## src/rtl/ldpc_pkg.sv

```systemverilog
// Shared defaults, loader state encoding and saturation bound for the LDPC input path.
package ldpc_pkg;

    localparam int DEF_DATA_WIDTH = 5;
    localparam int DEF_ADDR_WIDTH = 8;
    localparam int DEF_IN_WIDTH   = 8;
    localparam int DEF_CW_LEN     = 256;

    // state   | meaning
    // IDLE    | waiting for the current write bank to be free
    // LOAD    | accepting LLR samples into the current write bank
    // HANDOFF | codeword complete: mark bank full, start decoder, swap banks
    typedef enum logic [1:0] {
        IDLE    = 2'd0,
        LOAD    = 2'd1,
        HANDOFF = 2'd2
    } loader_state_t;

    // Largest magnitude kept after saturation; range is symmetric so -bound..+bound.
    function automatic int sat_bound(input int dw);
        return (2 ** (dw - 1)) - 1;
    endfunction

    localparam int SAT_BOUND = sat_bound(DEF_DATA_WIDTH);

endpackage

```

## src/rtl/llr_sat.sv

```systemverilog
// Combinational symmetric saturator: narrows a channel LLR and flags clipping.
module llr_sat
    import ldpc_pkg::*;
#(
    parameter int IN_WIDTH   = DEF_IN_WIDTH,
    parameter int DATA_WIDTH = DEF_DATA_WIDTH
) (
    input  logic [IN_WIDTH-1:0]   din,
    output logic [DATA_WIDTH-1:0] dout,
    output logic                  clip
);

    localparam int BOUND = sat_bound(DATA_WIDTH);
    localparam logic signed [IN_WIDTH-1:0]   POS_IN  = IN_WIDTH'(BOUND);
    localparam logic signed [IN_WIDTH-1:0]   NEG_IN  = IN_WIDTH'(-BOUND);
    localparam logic        [DATA_WIDTH-1:0] POS_OUT = DATA_WIDTH'(BOUND);
    localparam logic        [DATA_WIDTH-1:0] NEG_OUT = DATA_WIDTH'(-BOUND);

    logic signed [IN_WIDTH-1:0] din_s;
    assign din_s = din;

    // Clip to +/-BOUND; the most negative code of DATA_WIDTH is never produced.
    always_comb begin
        dout = din[DATA_WIDTH-1:0];
        clip = 1'b0;
        if (din_s > POS_IN) begin
            dout = POS_OUT;
            clip = 1'b1;
        end else if (din_s < NEG_IN) begin
            dout = NEG_OUT;
            clip = 1'b1;
        end
    end

endmodule

```

## src/rtl/int_msg_loader.sv

```systemverilog
// Ping-pong loader: saturates channel LLRs into two intrinsic RAM banks and hands
// each completed codeword to the decoder, with backpressure while both banks are full.
module int_msg_loader
    import ldpc_pkg::*;
#(
    parameter int DATA_WIDTH = DEF_DATA_WIDTH,
    parameter int ADDR_WIDTH = DEF_ADDR_WIDTH,
    parameter int IN_WIDTH   = DEF_IN_WIDTH,
    parameter int CW_LEN     = DEF_CW_LEN
) (
    input  logic                       clk,
    input  logic                       rst,
    input  logic                       llr_valid,
    input  logic [IN_WIDTH-1:0]        llr_data,
    output logic                       llr_ready,
    output logic [0:1][ADDR_WIDTH-1:0] ram_address,
    output logic [0:1][DATA_WIDTH-1:0] ram_data_in,
    output logic [0:1]                 ram_we,
    output logic [0:1]                 ram_cs,
    output logic [1:0]                 bank_full,
    output logic                       dec_start,
    output logic                       dec_bank,
    input  logic                       dec_done,
    input  logic                       dec_done_bank,
    output logic [15:0]                sat_count,
    output logic                       err_release
);

    if (CW_LEN < 2 || CW_LEN > 2 ** ADDR_WIDTH) begin : g_bad_cw_len
        $error("int_msg_loader: CW_LEN must lie in 2..2**ADDR_WIDTH");
    end

    localparam logic [ADDR_WIDTH-1:0] LAST_ADDR = ADDR_WIDTH'(CW_LEN - 1);

    loader_state_t             state, state_nxt;
    logic                      wr_bank;
    logic [ADDR_WIDTH-1:0]     count;
    logic                      accept;
    logic                      last_beat;
    logic                      handoff;
    logic [DATA_WIDTH-1:0]     sat_data;
    logic                      clip;
    logic [1:0]                bank_full_nxt;
    logic                      err_nxt;

    llr_sat #(
        .IN_WIDTH   (IN_WIDTH),
        .DATA_WIDTH (DATA_WIDTH)
    ) u_sat (
        .din  (llr_data),
        .dout (sat_data),
        .clip (clip)
    );

    // llr_ready decodes the state register directly, so it carries no combinational input path.
    assign llr_ready = (state == LOAD);
    assign accept    = llr_valid && llr_ready;
    assign last_beat = (count == LAST_ADDR);
    assign handoff   = (state == HANDOFF);

    // State register.
    always_ff @(posedge clk or posedge rst) begin
        if (rst) state <= IDLE;
        else     state <= state_nxt;
    end

    // Next-state logic.
    always_comb begin
        state_nxt = state;
        case (state)
            IDLE:    if (!bank_full[wr_bank])   state_nxt = LOAD;
            LOAD:    if (accept && last_beat)   state_nxt = HANDOFF;
            HANDOFF:                            state_nxt = IDLE;
            default:                            state_nxt = IDLE;
        endcase
    end

    // Registered RAM write port, word counter, bank pointer and clip counter.
    always_ff @(posedge clk or posedge rst) begin
        if (rst) begin
            ram_cs      <= '0;
            ram_we      <= '0;
            ram_address <= '0;
            ram_data_in <= '0;
            count       <= '0;
            wr_bank     <= 1'b0;
            sat_count   <= '0;
        end else begin
            ram_cs      <= '0;
            ram_we      <= '0;
            ram_address <= '0;
            ram_data_in <= '0;
            if (accept) begin
                ram_cs[wr_bank]      <= 1'b1;
                ram_we[wr_bank]      <= 1'b1;
                ram_address[wr_bank] <= count;
                ram_data_in[wr_bank] <= sat_data;
                count                <= last_beat ? '0 : count + 1'b1;
                if (clip && sat_count != 16'hFFFF) sat_count <= sat_count + 16'd1;
            end
            if (handoff) wr_bank <= ~wr_bank;
        end
    end

    // Bank occupancy: set on handoff, clear on release; a release that cannot apply is an error.
    always_comb begin
        bank_full_nxt = bank_full;
        err_nxt       = 1'b0;
        if (dec_done) begin
            if (bank_full[dec_done_bank] && !(handoff && wr_bank == dec_done_bank))
                bank_full_nxt[dec_done_bank] = 1'b0;
            else
                err_nxt = 1'b1;
        end
        if (handoff) bank_full_nxt[wr_bank] = 1'b1;
    end

    // Occupancy, sticky error flag and decoder start pulse.
    always_ff @(posedge clk or posedge rst) begin
        if (rst) begin
            bank_full   <= '0;
            err_release <= 1'b0;
            dec_start   <= 1'b0;
            dec_bank    <= 1'b0;
        end else begin
            bank_full   <= bank_full_nxt;
            err_release <= err_release | err_nxt;
            dec_start   <= handoff;
            if (handoff) dec_bank <= wr_bank;
        end
    end

endmodule
```

## config.mk

```make
export PLATFORM = sky130hd
export DESIGN_NAME = int_msg_loader
export DESIGN_NICKNAME = d
export VERILOG_FILES = /design/src/rtl/ldpc_pkg.sv /design/src/rtl/llr_sat.sv /design/src/rtl/int_msg_loader.sv
export SDC_FILE = /design/constraint.sdc
export NUM_CORES = 1
export LEC_CHECK = 0
export BUFFER_PORTS_ARGS = -buffer_cell sky130_fd_sc_hd__buf_4
export CAP_MARGIN = 40
export CORE_UTILIZATION = 38
export CTS_CLUSTER_SIZE = 25
export DETAILED_ROUTE_END_ITERATION = 10
export PLACE_DENSITY = 0.59
export SETUP_SLACK_MARGIN = 0.05
export SLEW_MARGIN = 5
export SYNTH_ARGS = -nofsm -noshare
export SYNTH_HDL_FRONTEND = slang
export SYNTH_HIERARCHICAL = 1
export SYNTH_SLANG_ARGS = --single-unit
```

## constraint.sdc

```tcl
create_clock -name clk -period 5.26 [get_ports clk]
set_input_delay 0.789 -clock clk [delete_from_list [all_inputs] [get_ports clk]]
set_output_delay 0.789 -clock clk [all_outputs]
set_load 0.02 [all_outputs]
```

==> flow_summary.ini, run 1 <==
[status]
outcome = finished, final reports clean

[sta]
timing.fmax_mhz = 382
tightest_slew_ps = 735
finalSetupViolCount = 0
min_period_ps = 2620
finalSetupTns_ps = 0
finalHoldViolations = 0
slew_viol_final = 0
fin_crit_sh = 0.498
fin_worst_skew_ps = 11.0
rsz0062_at_grt = false
maxSlewHeadroom = 0.510

[pwr]
p_int_uw = 993
seqPwrFrac = 0.439
swShare = 0.285
power_density_nw_per_um2 = 412
p_sw_uw = 396
ir_drop_uv = 199
comb_power_share = 0.192
clkPwrFrac = 0.369
leakagePower_uw = 0.00175

[floorplanning]
fp-row-count = 29
die_area_um2 = 7170
start_util = 0.402
pin_count = 65
die_y_um = 84.7
dieWidth_um = 84.7
core_um2 = 6460

[logic_synthesis]
ys_warn_count = 6
synth_area_leaders = dfrtp_1 58%, and3_1 4.1%, xor2_1 3.7%
syn_area_per_cell_um2 = 11.6
ys_seq_area_frac = 0.578
yosysTopAreaCell = dfrtp_1
syn-instance-count = 224
synth.top_cell.area_share = 0.578
synth_commonest_cells = 60 x dfrtp_1, 19 x nand2_1, 17 x and3_1, 13 x and2_1, 11 x xor2_1
yosysMostFrequentCell = dfrtp_1
async_flop_share = 1.00
ys.flop_type = dfrtp_1
ys_seq_elements = 60
netlist_area_um2 = 2600
synth_edf_count = 0
synth_cell_type_count = 42
syn-num-nets = 239

[cts]
cts_tree = done
root_buffer = clkbuf_8
htreeDepth = 3
numCtsBuffers = 9
postCtsResizedCells = 0
cts.sinks = 60
clock_path_buffers = 2
postCtsSetupBuffers = 0
clk_latency_ps = 330
clk_pin_slew_ps = 70
cts_hold_buf = 0

[setup_path]
critPathBufInv = 1
worstSetupPathDepth = 8
critPathSlowestCell = nor4_1
worstPathArrival_ps = 2830
reg2reg_slack_ps = 3370
critPathTopFamily = simple AND/OR/NAND/NOR gates
cpMostUsedCell = nor2_1
cp_slowest_stage_delay_ps = 550
worstSetupPathType = primary input to flop
reg2reg_from = state[1]
crit_path_start_kind = primary input
critical_path_required_ps = 5470
crit_path_max_fanout = 10
critPathCaptureType = flop
r2r-end = sat_count[14]
r2r.worst_path.cells = 4
cp_cell_sequence = buf_4 > nor4_2 > nor2_1 > nor2_1 > nand4b_4 > nor4_1 > and2b_1 > mux2_1

[place]
place_inst = 355
dpl.hpwl_mm = 3.43
placed_area_um2 = 3120
port_buffers = 64
gp_congestion = 0.753

[final_layout]
stdcell_count = 371
areaGrowthSynthToFinish_pct = 29.8
fin_area_um2 = 3370
fin_nets = 304
layout-drive-gt1-share = 0.323
fill_cells = 598
antenna_cells = 0

[min_path]
hold_end = err_release
hold_path_depth = 1
hp-class = flop to flop
holdCritStartpoint = err_release

[detailed_routing]
final_antenna_net_count = 0
drc_errors = 0
vias = 1860
drtPass1Iterations = 8
avgViaCountPerCell = 5.01
drt-initial-drc-count = 94
wire_per_inst_um = 13.6
drt_wl_total_mm = 5.06

[grt]
antenna_found_initial = 0
grt_pass1_wl_mm = 8.59
grt_pass1_vias = 1764
grt_remaining_overflow = 0
grt_max_degree = 61
grt_use_total = 0.155

[flow_run]
maxCapViolations = 0
[flip-flops by register name, indices dropped and copies added (netlist names)]
register and cells:
bank_full 2, count 8, dec_bank 1, dec_start 1, err_release 1, ram_address 16
ram_cs 2, ram_data_in 10, sat_count 16, state 2, wr_bank 1
[area by class of cell]
type                            count  area (µm²)  share of cell area
Clock buffer                       12         155              0.0460
Clock inverter                      4        95.1              0.0282
Inverter                            6        22.5             0.00668
Multi-Input combinational cell    146        1000               0.298
Sequential cell                    60        1500               0.446
Tap cell                           77        96.3              0.0286
Timing Repair Buffer               66         495               0.147
[power by group through the flow]
stage / combinational [µW] / clock [µW] / sequential, µW
6_report: 266 / 512 / 610
5_1_grt: 297 / 546 / 623
4_1_cts: 270 / 525 / 609
2_1_floorplan: 118 / 0 / 653
3_3_place_gp: 266 / 0 / 614
3_5_place_dp: 269 / 0 / 618
[cell usage in the layout, fill, tap and decap left out, types with 7 or more instances in the layout]
cell type  count
nor3_1        10
buf_4         66
clkbuf_8      11
xor2_1        11
dfrtp_1       60
nand3_1       10
nor2_1         7
nand2_1       19
and2_1        13
nand4_1        8
and3_1        17
xnor2_1        9
[kinds of logic after synthesis]
family                     Yosys count  share of synthesized area
and+or+nand+nor                    106                      0.252
DFF                                 60                      0.578
xor gates and xnor gates            20                     0.0675
buffers and inverters               18                     0.0352
AOI/OAI and AO/OA                   14                     0.0390
muxes                                4                     0.0188
adders and majority gates            2                    0.00964
[layer usage]
| layer | up-vias | global-route usage | wire length (µm) |
|---|---|---|---|
| li1 | 911 | - | - |
| met1 | 893 | 0.206 | 2360 |
| met2 | 47 | 0.237 | 2370 |
| met5 | - | 0 | 0 |
| met4 | 0 | 0.0786 | 102 |
| met3 | 9 | 0.0354 | 229 |
[worst reg2reg max path, stage by stage (launching register included)]
cell	delay, ps
dfrtp_1	430
and3b_1	660
nand4_1	260
nor3_1	300
xor2_1	170
[per-stage QoR]
stage          setup slack [ps]  hold slack [ps]   util  power [µW]
2_1_floorplan              2740              468      -         771
3_3_place_gp               2410              469  0.482         880
3_5_place_dp               2330              467  0.483         886
4_1_cts                    2680              490  0.522        1400
5_1_grt                    2560              505  0.522        1470
6_report                   2640              490  0.522        1390
[how the worst max path moves through the flow]
| stage | from | endpoint |
|---|---|---|
| after floorplan | llr_data[0] | sat_count[15] |
| after global placement | llr_data[0] | sat_count[15] |
| after detailed placement | llr_data[0] | sat_count[15] |
| after CTS | llr_data[0] | sat_count[15] |
| after global routing | llr_data[0] | sat_count[15] |
| final | llr_data[0] | sat_count[15] |
Note: power is estimated with default switching activity, not from simulation.
==> run 2: changes to the inputs <==
Settings changed: PLACE_DENSITY 0.59 to 0.62.
Clock period 5.26 ns to 2.3 ns, I/O delays scaled along.
==> run 2 against run 1 <==
Worst hold slack got worse by 410 ps. Critical path depth down 3. Highest routed layer unchanged. Die area unchanged. Clock power grew 74%. Critical endpoint is now sat_count[1].
==> flow_summary.ini, run 2 (synthesized netlist as in run 1, its figures left out) <==
[status]
outcome = finished, final reports clean

[sta]
tightest_slew_ps = 623
min_period_ps = 1870
finalHoldViolations = 0
finalSetupViolCount = 0
rsz0062_at_grt = false
fin_crit_sh = 0.812
fin_worst_skew_ps = 8.20
timing.fmax_mhz = 535
slew_viol_final = 0
maxSlewHeadroom = 0.585
finalSetupTns_ps = 0

[grt]
grt_pass1_wl_mm = 8.55
grt_util_met2 = 0.242
grt_pass1_vias = 1836
grt_use_total = 0.154
top_usage_layer = met2
met1_usage = 0.195
antenna_found_initial = 0
grt_max_degree = 61
grt_remaining_overflow = 0
gr-usage-met3 = 0.0374

[cts]
cts_tree = done
clk_latency_ps = 330
cts.sinks = 60
postCtsResizedCells = 0
postCtsSetupBuffers = 0
numCtsBuffers = 9
htreeDepth = 3
clock_path_buffers = 2
cts_hold_buf = 0
root_buffer = clkbuf_8
clk_pin_slew_ps = 70

[setup_path]
crit_path_max_fanout = 9
reg2reg_slack_ps = 430
worstPathArrival_ps = 2090
critical_path_required_ps = 2520
crit_path_start_kind = flop
critPathCaptureType = flop
worstSetupPathType = flop to flop

[detailed_routing]
drc_errors = 0
drt-initial-drc-count = 96
final_antenna_net_count = 0
drt_wl_total_mm = 5.04
wire_per_inst_um = 13.5
drtPass1Iterations = 6
avgViaCountPerCell = 5.10
vias = 1906

[final_layout]
final_util = 0.517
final_common_cell = buf_4
fill_cells = 596
areaGrowthSynthToFinish_pct = 28.6
fin_nets = 307
top_regs = ram_address: 16 flops, sat_count: 16 flops, ram_data_in: 10 flops
layout-drive-gt1-share = 0.327
antenna_cells = 0
mostFrequentLayoutCells = 68 x buf_4, 60 x dfrtp_1, 19 x nand2_1

[pwr]
power.total_uw = 2890
power_density_nw_per_um2 = 866
ir_drop_uv = 642
leakagePower_uw = 0.00173

[min_path]
hp-class = primary input to asynchronous set/reset pin

[floorplanning]
die_area_um2 = 7170
dieWidth_um = 84.7
fp-row-count = 29
die_y_um = 84.7
core_um2 = 6460
pin_count = 65
start_util = 0.402

[place]
gp_congestion = 0.705
dpl.hpwl_mm = 3.49
port_buffers = 64

[flow_run]
maxCapViolations = 0
==> run 2: cell types whose count changed in the layout (fill, tap and decap cells not counted), sizes merged <==
cell / previous run / this run
buf: 66 / 69
bufinv: 3 / 1
clkbuf: 12 / 11
clkinv: 1 / 3
clkinvlp: 0 / 1
==> run 2: metal layers <==
metal  vias up  part of all wire
li1        917                 -
met3        11             0.042
met2        50              0.47
met1       928              0.46
met4         0             0.025
met5         -                 0
==> run 2: critical path, stage by stage (launching register included) <==
cell and delay (ps):
dfrtp_1 430, ha_1 210, nand3_1 190, nor4_4 520
nor2_2 100, mux2_4 310
==> run 2: cell type report <==
class                      count  area (µm²)  share of cell area
inverter                       6        22.5             0.00675
sequential                    60        1500               0.450
clock buffer                  11         131              0.0394
clock inverter                 5        52.6              0.0157
timing repair buffer          69         531               0.159
tap                           77        96.3              0.0289
multi-input combinational    146        1000               0.301
==> run 2: final timing paths <==
kind / start / to / cells after the start
worst max register to register: sat_count[0] / sat_count[1] / 5
worst min-delay path: rst / ram_address[1] / 3
worst min register to register: err_release / err_release / 1
max in group asynchronous: rst / state[0] / 3
min in group clk: dec_done / err_release / 2
worst max-delay path: sat_count[0] / sat_count[1] / 5
==> run 2: stage by stage <==
stage / setup WS, ps / hold WS, ps / instance area, µm² / instances
after floorplan: 228 / 468 / 2600 / 224
after global placement: 125 / 440 / 3150 / 358
after detailed placement: 82.7 / 443 / 3150 / 358
after CTS: 428 / 77.0 / 3340 / 374
after global routing: 231 / 109 / 3340 / 374
final: 432 / 80.5 / 3340 / 374
==> run 2: where the power goes <==
part	leakage [µW]	switching, µW	internal (µW)
registers	0.000782	181	1210
clock network	0.0000931	396	495
logic	0.000860	322	292
total	0.00173	898	1990
==> run 3: changes to the inputs <==
Settings changed: PLACE_DENSITY 0.62 to 0.59.
Clock period 2.3 ns to 1.8 ns, I/O delays scaled along.
==> run 3 against run 2 <==
Wire length rose by 3.7%. Power grew 34%. Register-to-register slack got worse by 240 ps. Count of clock-buffer cells in the layout up 1. Largest cell class unchanged. Highest routed layer unchanged.
==> flow_summary.ini, run 3 (synthesized netlist as in run 1, its figures left out) <==
[setup_path]
worstSetupPathType = flop to flop
critical_path_required_ps = 2010
worstPathArrival_ps = 1810
crit_path_max_fanout = 9
reg2reg_slack_ps = 190
crit_path_start_kind = flop
critPathCaptureType = flop

[floorplanning]
fp-row-count = 29
pin_count = 65
dieWidth_um = 84.7
die_area_um2 = 7170
start_util = 0.402
core_um2 = 6460
die_y_um = 84.7

[final_layout]
top_regs = ram_address: 16 flops, sat_count: 16 flops, ram_data_in: 10 flops
final_common_cell = buf_4
antenna_cells = 0
mostFrequentLayoutCells = 84 x buf_4, 60 x dfrtp_1, 19 x nand2_1
fin_nets = 323
stdcell_count = 390
areaGrowthSynthToFinish_pct = 34.9
final_util = 0.542
layout-drive-gt1-share = 0.374

[cts]
clk_latency_ps = 320
clk_pin_slew_ps = 60
cts.sinks = 60
postCtsResizedCells = 0
numCtsBuffers = 9
htreeDepth = 3
clock_path_buffers = 2
cts_tree = done
cts_hold_buf = 0
root_buffer = clkbuf_8
postCtsSetupBuffers = 0

[grt]
grt_use_total = 0.161
grt_remaining_overflow = 0
grt_pass1_vias = 1878
antenna_found_initial = 0
grt_max_degree = 61
grt_pass1_wl_mm = 8.94

[detailed_routing]
final_antenna_net_count = 0
drc_errors = 0
drt_wl_total_mm = 5.23
wire_per_inst_um = 13.4
vias = 1933
drtPass1Iterations = 6
drt-initial-drc-count = 89
avgViaCountPerCell = 4.96

[place]
place_inst = 374
port_buffers = 64
dpl.hpwl_mm = 3.69
gp_congestion = 0.745

[sta]
timing.fmax_mhz = 622
maxSlewHeadroom = 0.734
fin_crit_sh = 0.893
tightest_slew_ps = 396
finalSetupViolCount = 0
fin_worst_skew_ps = 7.49
rsz0062_at_grt = false
min_period_ps = 1610
slew_viol_final = 0
finalHoldViolations = 0

[pwr]
ir_drop_uv = 783
power_density_nw_per_um2 = 1110
leakagePower_uw = 0.00183

[status]
outcome = finished, final reports clean

[flow_run]
maxCapViolations = 0

[min_path]
hp-class = primary input to asynchronous set/reset pin
[run 3: metal layers]
metal  vias to the layer above  global-route usage  part of all wire
met5                         -                   0                 0
met4                         0              0.0924             0.020
met3                         8              0.0344             0.043
met2                        51               0.247              0.46
met1                       926               0.213              0.47
li1                        948                   -                 -
[run 3: final timing paths]
check                                 to         start  depth (start not counted)
max in group asynchronous   sat_count[5]           rst                          3
min                        sat_count[14]           rst                          3
min in group clk             err_release      dec_done                          2
min reg2reg                  err_release   err_release                          1
max reg2reg                 sat_count[1]  sat_count[6]                          5
max                         sat_count[1]  sat_count[6]                          5
[run 3: cell type report]
class / count / area (µm²)
Fill cell: 612 / 2960
Sequential cell: 60 / 1500
Multi-Input combinational cell: 146 / 1030
Timing Repair Buffer: 85 / 651
Clock buffer: 12 / 155
Tap cell: 77 / 96.3
Clock inverter: 4 / 47.5
Inverter: 6 / 26.3
[run 3: critical path, cell delays in order (launching register included)]
cell and delay [ps]:
dfrtp_1 430, nand4_2 210, nor4_4 310, buf_4 200, nor2_2 60, mux2_4 290
[run 3: power breakdown]
part / total, µW / switching (µW) / internal [µW]
registers: 1740 / 203 / 1540
logic: 926 / 480 / 446
clock network: 1210 / 495 / 710
total: 3880 / 1180 / 2700
[run 3: metrics by stage]
stage	cell area, µm²	setup slack [ps]	setup TNS (ps)	total power, µW	hold slack (ps)
5_1_grt	3500	61.1	0	4100	53.3
2_1_floorplan	2620	66.7	0	2260	376
3_5_place_dp	3300	-107	-325	2700	388
6_report	3500	193	0	3880	25.9
3_3_place_gp	3300	-58.9	-149	2680	384
4_1_cts	3500	141	0	3920	33.7
